`src/rtl/cnt_dly_if.sv`:
```
// cnt_dly_if
// Groups the configuration, strobe, input and status signals of one CNT/DLY
// macrocell so that the macrocell and its driver connect through one port.
//   cfg_ck_sel    : clock-source select code (0..NSRC-1 valid)
//   cfg_edge_mode : edge / reset mode
//   cfg_func      : 00 DLY, 01 CNT, 10 edge detect, 11 wake/sleep (reserved)
//   cfg_data      : reload / delay / pulse length
//   ck_src_tick   : one-cycle clock-enable strobes, one per source
//   ext_in        : macrocell input, synchronous to clk
//   dly_out       : DLY / edge-detect output level
//   cnt_end       : one-cycle terminal-count pulse
//   cnt_val       : current counter value
//   cfg_err       : reserved clock code or reserved function selected
// master drives configuration and inputs; slave is the macrocell.
interface cnt_dly_if #(
    parameter int WIDTH = 14,
    parameter int NSRC  = 13
) ();
    logic [3:0]       cfg_ck_sel;
    logic [1:0]       cfg_edge_mode;
    logic [1:0]       cfg_func;
    logic [WIDTH-1:0] cfg_data;
    logic [NSRC-1:0]  ck_src_tick;
    logic             ext_in;
    logic             dly_out;
    logic             cnt_end;
    logic [WIDTH-1:0] cnt_val;
    logic             cfg_err;

    modport master (
        output cfg_ck_sel, cfg_edge_mode, cfg_func, cfg_data, ck_src_tick, ext_in,
        input  dly_out, cnt_end, cnt_val, cfg_err
    );

    modport slave (
        input  cfg_ck_sel, cfg_edge_mode, cfg_func, cfg_data, ck_src_tick, ext_in,
        output dly_out, cnt_end, cnt_val, cfg_err
    );
endinterface

```
`src/rtl/cnt_dly_macrocell.sv`:
```
// cnt_dly_macrocell
// Behavioural model of one CNT/DLY macrocell: free-running counter with
// terminal-count pulse, glitch-filtering delay line, and retriggerable
// edge-detect pulse generator, all timed by a selectable clock-enable strobe.
// Ports:
//   clk   : system clock, rising edge
//   rst_n : asynchronous active-low reset
//   bus   : cnt_dly_if slave (configuration, strobes, ext_in, outputs)
//
// state | meaning
// IDLE  | not timing; CNT loads on next clk, DLY/ED wait for a qualified edge
// RUN   | counting down on ticks of the selected clock source
module cnt_dly_macrocell #(
    parameter int WIDTH = 14,
    parameter int NSRC  = 13
) (
    input  logic      clk,
    input  logic      rst_n,
    cnt_dly_if.slave  bus
);
    localparam logic [1:0] FUNC_DLY = 2'b00;
    localparam logic [1:0] FUNC_CNT = 2'b01;
    localparam logic [1:0] FUNC_ED  = 2'b10;
    localparam logic [1:0] FUNC_WS  = 2'b11;
    localparam logic [WIDTH-1:0] ONE = {{(WIDTH-1){1'b0}}, 1'b1};

    typedef enum logic {ST_IDLE = 1'b0, ST_RUN = 1'b1} state_t;

    state_t           r_state, w_state_nx;
    logic [WIDTH-1:0] r_cnt, w_cnt_nx;
    logic             r_dly, w_dly_nx;
    logic             r_end, w_end_nx;
    logic             r_in_q;
    logic [1:0]       r_func_q;
    logic             r_func_vld;

    logic w_code_ok, w_tick, w_rise, w_fall, w_qe, w_crst, w_func_chg;

    always_comb begin
        w_code_ok = (int'(bus.cfg_ck_sel) < NSRC);
        w_tick    = 1'b0;
        for (int i = 0; i < NSRC; i++) begin
            if (int'(bus.cfg_ck_sel) == i) w_tick = bus.ck_src_tick[i];
        end
    end

    assign bus.cfg_err = ~w_code_ok | (bus.cfg_func == FUNC_WS);

    // qe qualifies DLY/ED triggers; crst is the CNT reload condition, which
    // in mode 11 is a level rather than an edge.
    always_comb begin
        w_rise = bus.ext_in & ~r_in_q;
        w_fall = ~bus.ext_in & r_in_q;
        w_qe   = 1'b0;
        w_crst = 1'b0;
        case (bus.cfg_edge_mode)
            2'b00: begin w_qe = w_rise | w_fall; w_crst = w_rise | w_fall; end
            2'b01: begin w_qe = w_fall;          w_crst = w_fall;          end
            2'b10: begin w_qe = w_rise;          w_crst = w_rise;          end
            default: begin w_qe = 1'b0;          w_crst = bus.ext_in;      end
        endcase
    end

    // r_func_vld masks the first cycle after reset so the initial function
    // value is not mistaken for a change.
    assign w_func_chg = r_func_vld & (bus.cfg_func != r_func_q);

    always_comb begin
        w_state_nx = r_state;
        w_cnt_nx   = r_cnt;
        w_dly_nx   = r_dly;
        w_end_nx   = 1'b0;
        if (bus.cfg_func == FUNC_WS || w_func_chg) begin
            w_state_nx = ST_IDLE;
            w_cnt_nx   = '0;
            w_dly_nx   = 1'b0;
        end else begin
            case (bus.cfg_func)
                FUNC_CNT: begin
                    w_dly_nx = 1'b0;
                    if (r_state == ST_IDLE) begin
                        w_state_nx = ST_RUN;
                        w_cnt_nx   = bus.cfg_data;
                    end else if (w_crst) begin
                        w_cnt_nx = bus.cfg_data;
                    end else if (w_tick) begin
                        if (r_cnt == '0) begin
                            w_cnt_nx = bus.cfg_data;
                            w_end_nx = 1'b1;
                        end else begin
                            w_cnt_nx = r_cnt - ONE;
                        end
                    end
                end
                FUNC_DLY: begin
                    if (bus.cfg_edge_mode == 2'b11) begin
                        w_state_nx = ST_IDLE;
                        w_dly_nx   = 1'b0;
                    end else if (r_state == ST_IDLE) begin
                        if (w_qe) begin
                            w_state_nx = ST_RUN;
                            w_cnt_nx   = bus.cfg_data;
                        end else if (w_rise | w_fall) begin
                            w_dly_nx = bus.ext_in;
                        end
                    end else if (bus.ext_in == r_dly) begin
                        // input fell back before the delay expired: drop it
                        w_state_nx = ST_IDLE;
                    end else if (w_tick) begin
                        if (r_cnt == '0) begin
                            w_dly_nx   = bus.ext_in;
                            w_state_nx = ST_IDLE;
                        end else begin
                            w_cnt_nx = r_cnt - ONE;
                        end
                    end
                end
                FUNC_ED: begin
                    if (w_qe) begin
                        w_state_nx = ST_RUN;
                        w_dly_nx   = 1'b1;
                        w_cnt_nx   = bus.cfg_data;
                    end else if (r_state == ST_RUN && w_tick) begin
                        if (r_cnt == '0) begin
                            w_dly_nx   = 1'b0;
                            w_state_nx = ST_IDLE;
                        end else begin
                            w_cnt_nx = r_cnt - ONE;
                        end
                    end
                end
                default: ;
            endcase
        end
    end

    always_ff @(posedge clk or negedge rst_n) begin
        if (!rst_n) begin
            r_state    <= ST_IDLE;
            r_cnt      <= '0;
            r_dly      <= 1'b0;
            r_end      <= 1'b0;
            r_in_q     <= 1'b0;
            r_func_q   <= 2'b00;
            r_func_vld <= 1'b0;
        end else begin
            r_state    <= w_state_nx;
            r_cnt      <= w_cnt_nx;
            r_dly      <= w_dly_nx;
            r_end      <= w_end_nx;
            r_in_q     <= bus.ext_in;
            r_func_q   <= bus.cfg_func;
            r_func_vld <= 1'b1;
        end
    end

    assign bus.dly_out = r_dly;
    assign bus.cnt_end = r_end;
    assign bus.cnt_val = r_cnt;
endmodule

```
`src/flat_wrapper.sv`:
```
// flat-port wrapper written by rule: the top's interface ports become plain ports
module cnt_dly_macrocell_flat 
#(
    parameter int WIDTH = 14,
    parameter int NSRC  = 13
)
  (clk, rst_n, bus_cfg_ck_sel, bus_cfg_edge_mode, bus_cfg_func, bus_cfg_data, bus_ck_src_tick, bus_ext_in, bus_dly_out, bus_cnt_end, bus_cnt_val, bus_cfg_err);
  cnt_dly_if #(.WIDTH(WIDTH), .NSRC(NSRC)) bus_i ();
  input  logic clk;
  input  logic rst_n;
  input wire logic [$bits(bus_i.cfg_ck_sel)-1:0] bus_cfg_ck_sel;
  input wire logic [$bits(bus_i.cfg_edge_mode)-1:0] bus_cfg_edge_mode;
  input wire logic [$bits(bus_i.cfg_func)-1:0] bus_cfg_func;
  input wire logic [$bits(bus_i.cfg_data)-1:0] bus_cfg_data;
  input wire logic [$bits(bus_i.ck_src_tick)-1:0] bus_ck_src_tick;
  input wire logic [$bits(bus_i.ext_in)-1:0] bus_ext_in;
  output wire logic [$bits(bus_i.dly_out)-1:0] bus_dly_out;
  output wire logic [$bits(bus_i.cnt_end)-1:0] bus_cnt_end;
  output wire logic [$bits(bus_i.cnt_val)-1:0] bus_cnt_val;
  output wire logic [$bits(bus_i.cfg_err)-1:0] bus_cfg_err;
  assign bus_i.cfg_ck_sel = bus_cfg_ck_sel;
  assign bus_i.cfg_edge_mode = bus_cfg_edge_mode;
  assign bus_i.cfg_func = bus_cfg_func;
  assign bus_i.cfg_data = bus_cfg_data;
  assign bus_i.ck_src_tick = bus_ck_src_tick;
  assign bus_i.ext_in = bus_ext_in;
  assign bus_dly_out = bus_i.dly_out;
  assign bus_cnt_end = bus_i.cnt_end;
  assign bus_cnt_val = bus_i.cnt_val;
  assign bus_cfg_err = bus_i.cfg_err;
  cnt_dly_macrocell #(.WIDTH(WIDTH), .NSRC(NSRC)) u_core (.clk(clk), .rst_n(rst_n), .bus(bus_i));
endmodule
```
`config.mk`:
```
export PLATFORM = sky130hd
export DESIGN_NAME = cnt_dly_macrocell_flat
export DESIGN_NICKNAME = d
export VERILOG_FILES = /design/src/rtl/cnt_dly_if.sv /design/src/rtl/cnt_dly_macrocell.sv /design/src/flat_wrapper.sv
export SDC_FILE = /design/constraint.sdc
export NUM_CORES = 1
export LEC_CHECK = 0
export ABC_CLOCK_PERIOD_IN_PS = 4600
export CAP_MARGIN = 25
export CORE_AREA = 2 2 64 72
export CTS_BUF_LIST = sky130_fd_sc_hd__clkbuf_4 sky130_fd_sc_hd__clkbuf_8
export CTS_CLUSTER_DIAMETER = 120
export CTS_CLUSTER_SIZE = 14
export DETAILED_ROUTE_END_ITERATION = 10
export DIE_AREA = 0 0 66 74
export PLACE_DENSITY = 0.89
export SYNTH_ARGS = -nofsm -noshare
export SYNTH_HDL_FRONTEND = slang
export SYNTH_SLANG_ARGS = --single-unit
```
`constraint.sdc`:
```
create_clock -name clk -period 4.6 [get_ports clk]
set_input_delay 0.92 -clock clk [delete_from_list [all_inputs] [get_ports clk]]
set_output_delay 0.92 -clock clk [all_outputs]
set_load 0.01 [all_outputs]
```
# After elaboration in Yosys (flattened, before gate mapping)
# Index checks and enable logic that the tools add are counted.
# word_totals
reg_bits,21
latchBits,0
mem_bits_rw,0
mem_bits_ro,0
inputBits,38
out_inout_bits,17
wordCells,114
memories,0
# classes
n_addsub,1
mul,0
div_mod_pow,0
magnitude_cmp,1
eq_ne,32
shifts,0
mux,55
bitwise,8
n_reduce_logical,10
# ops
op,count
14-bit 2-to-1 mux,13
14-bit one-hot mux with 3 select lines,1
1-bit 2-to-1 mux,37
4-bit == test (second input constant),8
5-bit != test (second input constant),4
14-bit zero test,1
14-bit by 1-bit subtractor with 14-bit output (second input constant),1
4-bit by 3-bit == test with 1-bit output (second input constant),3
4-bit by 1-bit != test with 1-bit output (second input constant),3
1-bit one-hot mux with 3 select lines,4
2-bit == test (second input constant),4
4-bit != test (second input constant),2
8-bit AND reduction,1
7-bit AND reduction,1
5-bit by 1-bit != test with 1-bit output (second input constant),1
5-bit by 4-bit != test with 1-bit output (second input constant),1
2-bit by 1-bit == test with 1-bit output (second input constant),2
4-bit by 2-bit == test with 1-bit output (second input constant),1
2-bit zero test,2
4-bit zero test,1
4-bit less-than comparator (second input constant),1
4-bit nonzero test,1
1-bit AND,3
3-bit by 2-bit != test with 1-bit output (second input constant),1
other kinds (7),10

# Longest topological paths before layout
# logic_depth
ltp_word,20
depth_mapped,10
depth_no_buf,8

# Worst setup path before layout
# Ideal clock, no wire load.
# synth_timing
kind,input -> register
start,input bus_ext_in
end,"register u_core.r_cnt[0], in the netlist u_core.bus.cnt_val[0]"
setup_ns,0.125
arrival_ns,2.868
required_ns,4.475
slack_ns,1.608
cell_stages,9
n_path_buf,1
path_cell_list,inv_1 ha_1 nor2b_1 o31ai_1 o22a_1 nor2_1 clkbuf_1 nor2_1 mux2_2
# synth_via
elab_chain_len,8
elab_cells_between_ends,17
classes_between,eq/ne (5); mux (7); bitwise (4); reduce/logical (1)
# synth_rtl
item,line_no,source
"start, declared",flat_wrapper.sv:16,input wire logic [$bits(bus_i.ext_in)-1:0] bus_ext_in;
1-bit NOT,cnt_dly_macrocell.sv:53,w_fall = ~bus.ext_in & r_in_q;
1-bit AND,cnt_dly_macrocell.sv:53,
1-bit bitwise OR,cnt_dly_macrocell.sv:57,2'b00: begin w_qe = w_rise | w_fall; w_crst = w_rise | w_fall; end
1-bit one-hot mux with 3 select lines,cnt_dly_macrocell.sv:56,case (bus.cfg_edge_mode)
14-bit 2-to-1 mux,cnt_dly_macrocell.sv:84,end else if (w_crst) begin
14-bit 2-to-1 mux,cnt_dly_macrocell.sv:81,if (r_state == ST_IDLE) begin
14-bit one-hot mux with 3 select lines,cnt_dly_macrocell.sv:78,case (bus.cfg_func)
14-bit 2-to-1 mux,cnt_dly_macrocell.sv:73,if (bus.cfg_func == FUNC_WS || w_func_chg) begin
"end signal, assigned",cnt_dly_macrocell.sv:148,r_cnt <= w_cnt_nx;
"end, declared",cnt_dly_macrocell.sv:30,"logic [WIDTH-1:0] r_cnt, w_cnt_nx;"
# Parallel ways exist; a longest one is shown, timed or not.
# A chain may end at the register's enable or synchronous reset.

# Worst setup path in the final report
# layout_timing
start,input bus_ext_in
end,"register u_core.r_cnt[3], in the netlist u_core.bus.cnt_val[3]"
# The elaborated chain is that of the path after synthesis.

==> summary.md <==
| Metric | Value |
|---|---|
| Synth unique cells | 66 |
| Core Box Area | 4190 sq um |
| Number of diodes | 0 |
| Worst Path Arrival | 3860 ps |
| Synthesized cell area | 2190 sq um |
| Fin area | 2790 sq um |
| Most common cell after layout, fill and taps aside | clkdlybuf4s50_1 |
| Hold Path End | u_core.bus.dly_out |
| Pwr/cell area | 313 nW/um^2 |
| Layout area overhead | 27.4% |
| Insertion delay to the later sink of the worst-skew pair | 260 ps |
| Postcts setup bufs | 0 |
| Num CTS Buffers | 3 |
| Crit end category | flip-flop |
| Routed vias | 2,497 |
| Full die area | 4880 sq um |
| Top FF cell, synth | dfrtp_1 |
| Rel. slew slack | 0.416 |
| Final Hold Viols | 0 |
| Port bufs | 54 |
| Max VDD drop | 0.000211 V |
| Met1 WL | 2690 um |
| Die H | 74 um |
| Clock root cell | clkbuf_8 |
| Commonest non-fill, non-tap cells in the layout | clkdlybuf4s50_1 (54), o21ai_0 (22), dfrtp_1 (21) |
| Fin. max-slew vios | 0 |
| Maximum capacitance violations | 0 |
| Worst Hold Depth | 1 |
| Cts hold-fix bufs | 0 |
| I/O pin count | 55 |
| Clock slew at reported path FFs | 80 ps |
| Syn Nets | 307 |
| Met2 Wirelength | 3300 um |
| WL/cell | 18.9 um |
| FFs w/ async S/R, synth | 1.00 |
| Nets | 353 |
| Post-Syn Area per Cell | 8.24 sq um |
| Yosys warnings | 0 |
| Crit-path max FO | 11 |
| H-tree depth | 1 |
| Setup-failing EPs final | 0 |
| Antenna Nets Post-Route | 0 |
| Largest net degree at the start of global routing | 22 |
| Number of flops mapped to enable cells by yosys | 0 |
| Status | finished clean |
| GP Congestion | 0.929 |
| Initial Util | 0.523 |
| Launching point of the worst reg2reg path | u_core.bus.cnt_val[0] |
| Share of cells above drive strength 1 | 0.0932 |
| R2r setup slk | 1600 ps |
| Dpl hpwl | 5010 um |
| RSZ-0062 raised after global routing | no |
| Critical path class | in2reg |
| Hold Startpoint | u_core.bus.dly_out |
| Synth Register Bits | 21 |
| Final period utilization | 0.807 |
| Post-Route WL | 6910 um |
| Area after detailed placement | 2730 sq um |
| Crit path time final | 3710 ps |
| Sequential share of the synthesized area | 0.240 |
| Via/cell ratio | 6.84 |
| Vias in the first global route | 2,274 |
| Clk buf depth | 2 |
| Slew @ Worst Pin | 864 ps |
| Max Used Layer | met4 |
| R2r worst-path depth | 8 |
| Lkg Pwr | 1.07 nW |
| Global route overflow | 0 |
| Type of the worst min-delay path | reg2reg |
| First-pass GRT wire length | 10,900 um |
| Metal3 WL | 672 um |
| WHS | 581 ps |
| GRT Overall Usage | 0.291 |
| Final TNS setup | 0 ps |
| CTS tree | done |
| Iteration-0 DRC Markers | 326 |
| Drt pass-1 iters | 7 |
| Crit Reg-Reg Endpoint | u_core.bus.cnt_val[3] |
| Tot Pwr | 873 uW |
| Clock net sink count | 21 |
| # rows | 25 |
| Initial antenna violation count | 0 |
| Chip width | 66 um |
| Worst Path Required | 4750 ps |
| Drt drc | 0 |
| Post-CTS Resized | 0 |
| Fmax | 0.269 GHz |
| Cells after synthesis | 266 |
| Clk_skew | 2.84 ps |
| Worst setup SP type | input port |
-- Yosys cell counts (3+ instances only) --
cell type | n | area [sq um]
mux2i_1 | 7 | 70.1
o21ai_0 | 22 | 110
or4_1 | 3 | 22.5
o2111ai_1 | 5 | 43.8
o211ai_1 | 6 | 45.0
dfrtp_1 | 21 | 526
buf_2 | 6 | 30.0
a31oi_1 | 4 | 25.0
ha_1 | 3 | 37.5
nand2b_1 | 5 | 31.3
nand3b_1 | 4 | 30.0
a21oi_1 | 18 | 90.1
buf_6 | 3 | 33.8
o221ai_1 | 5 | 43.8
nor2b_1 | 5 | 31.3
clkbuf_1 | 7 | 26.3
o22a_1 | 3 | 26.3
or3_1 | 3 | 18.8
nand2_1 | 13 | 48.8
o41ai_1 | 4 | 35.0
xnor2_1 | 4 | 35.0
o31ai_1 | 4 | 30.0
nor2_1 | 20 | 75.1
nor3_1 | 5 | 25.0
a211oi_1 | 5 | 37.5
xor2_1 | 3 | 26.3
inv_1 | 14 | 52.6
nand3_1 | 5 | 25.0
o21a_1 | 4 | 30.0
and2_1 | 3 | 18.8
mux2_2 | 7 | 78.8
-- worst max path at each step --
stage | from | to | slack [ps]
floorplan | bus_ext_in | u_core.bus.cnt_val[0] | 1610
global placement | bus_ext_in | u_core.bus.cnt_val[0] | 780
detailed placement | bus_ext_in | u_core.bus.cnt_val[3] | 680
CTS | bus_ext_in | u_core.bus.cnt_val[3] | 950
global route | bus_ext_in | u_core.bus.cnt_val[5] | 740
finish | bus_ext_in | u_core.bus.cnt_val[3] | 890
-- cells by family after synthesis --
family                   after synthesis  synth area share
adder cells (fa/ha/maj)                3            0.0171
multiplexers                          16            0.0885
AO/OA/AOI/OAI                        108             0.360
AND/OR/NAND/NOR                       79             0.198
other                                  1           0.00171
buffers and inverters                 31            0.0668
flip-flops                            21             0.240
XOR/XNOR                               7            0.0280
-- metal layers --
layer	vias to the layer above	track usage
met1	1156	0.379
met5	-	0
met3	33	0.0333
met2	183	0.493
met4	0	0.127
li1	1125	-
-- worst max-delay path, stage by stage --
cell	delay (ps)
clkdlybuf4s50_1	580
inv_1	70
ha_1	320
nor2b_1	180
o31ai_1	440
o22a_1	230
nor2_1	160
nor2_1	550
mux2_2	410
-- registers in the layout, indices dropped and copies added (netlist names) --
register            count
u_core.r_func_q         2
u_core.r_in_q           1
u_core.bus.cnt_val     14
u_core.r_state          1
u_core.bus.cnt_end      1
u_core.bus.dly_out      1
u_core.r_func_vld       1
-- final cells by class --
class,count,area (sq um)
multi-input combinational,214,1520
fill,366,1400
timing repair buffer,58,578
sequential,21,526
tap,54,67.6
inverter,14,52.6
clock buffer,4,48.8
-- through the flow --
stage | instances | util | worst slack (ps)
finish | 365 | 0.666 | 887
global route | 365 | 0.666 | 738
CTS | 364 | 0.662 | 948
detailed placement | 360 | 0.651 | 678
global placement | 360 | 0.651 | 784
floorplan | 266 | - | 1610
-- report_power, final --
part	switching (mW)	internal [mW]	leakage (nW)
Combinational	0.233	0.222	0.774
Clock	0.0636	0.0677	0.0262
Sequential	0.0693	0.218	0.266
Total	0.366	0.507	1.07
Note: power is estimated with default switching activity, not from simulation.
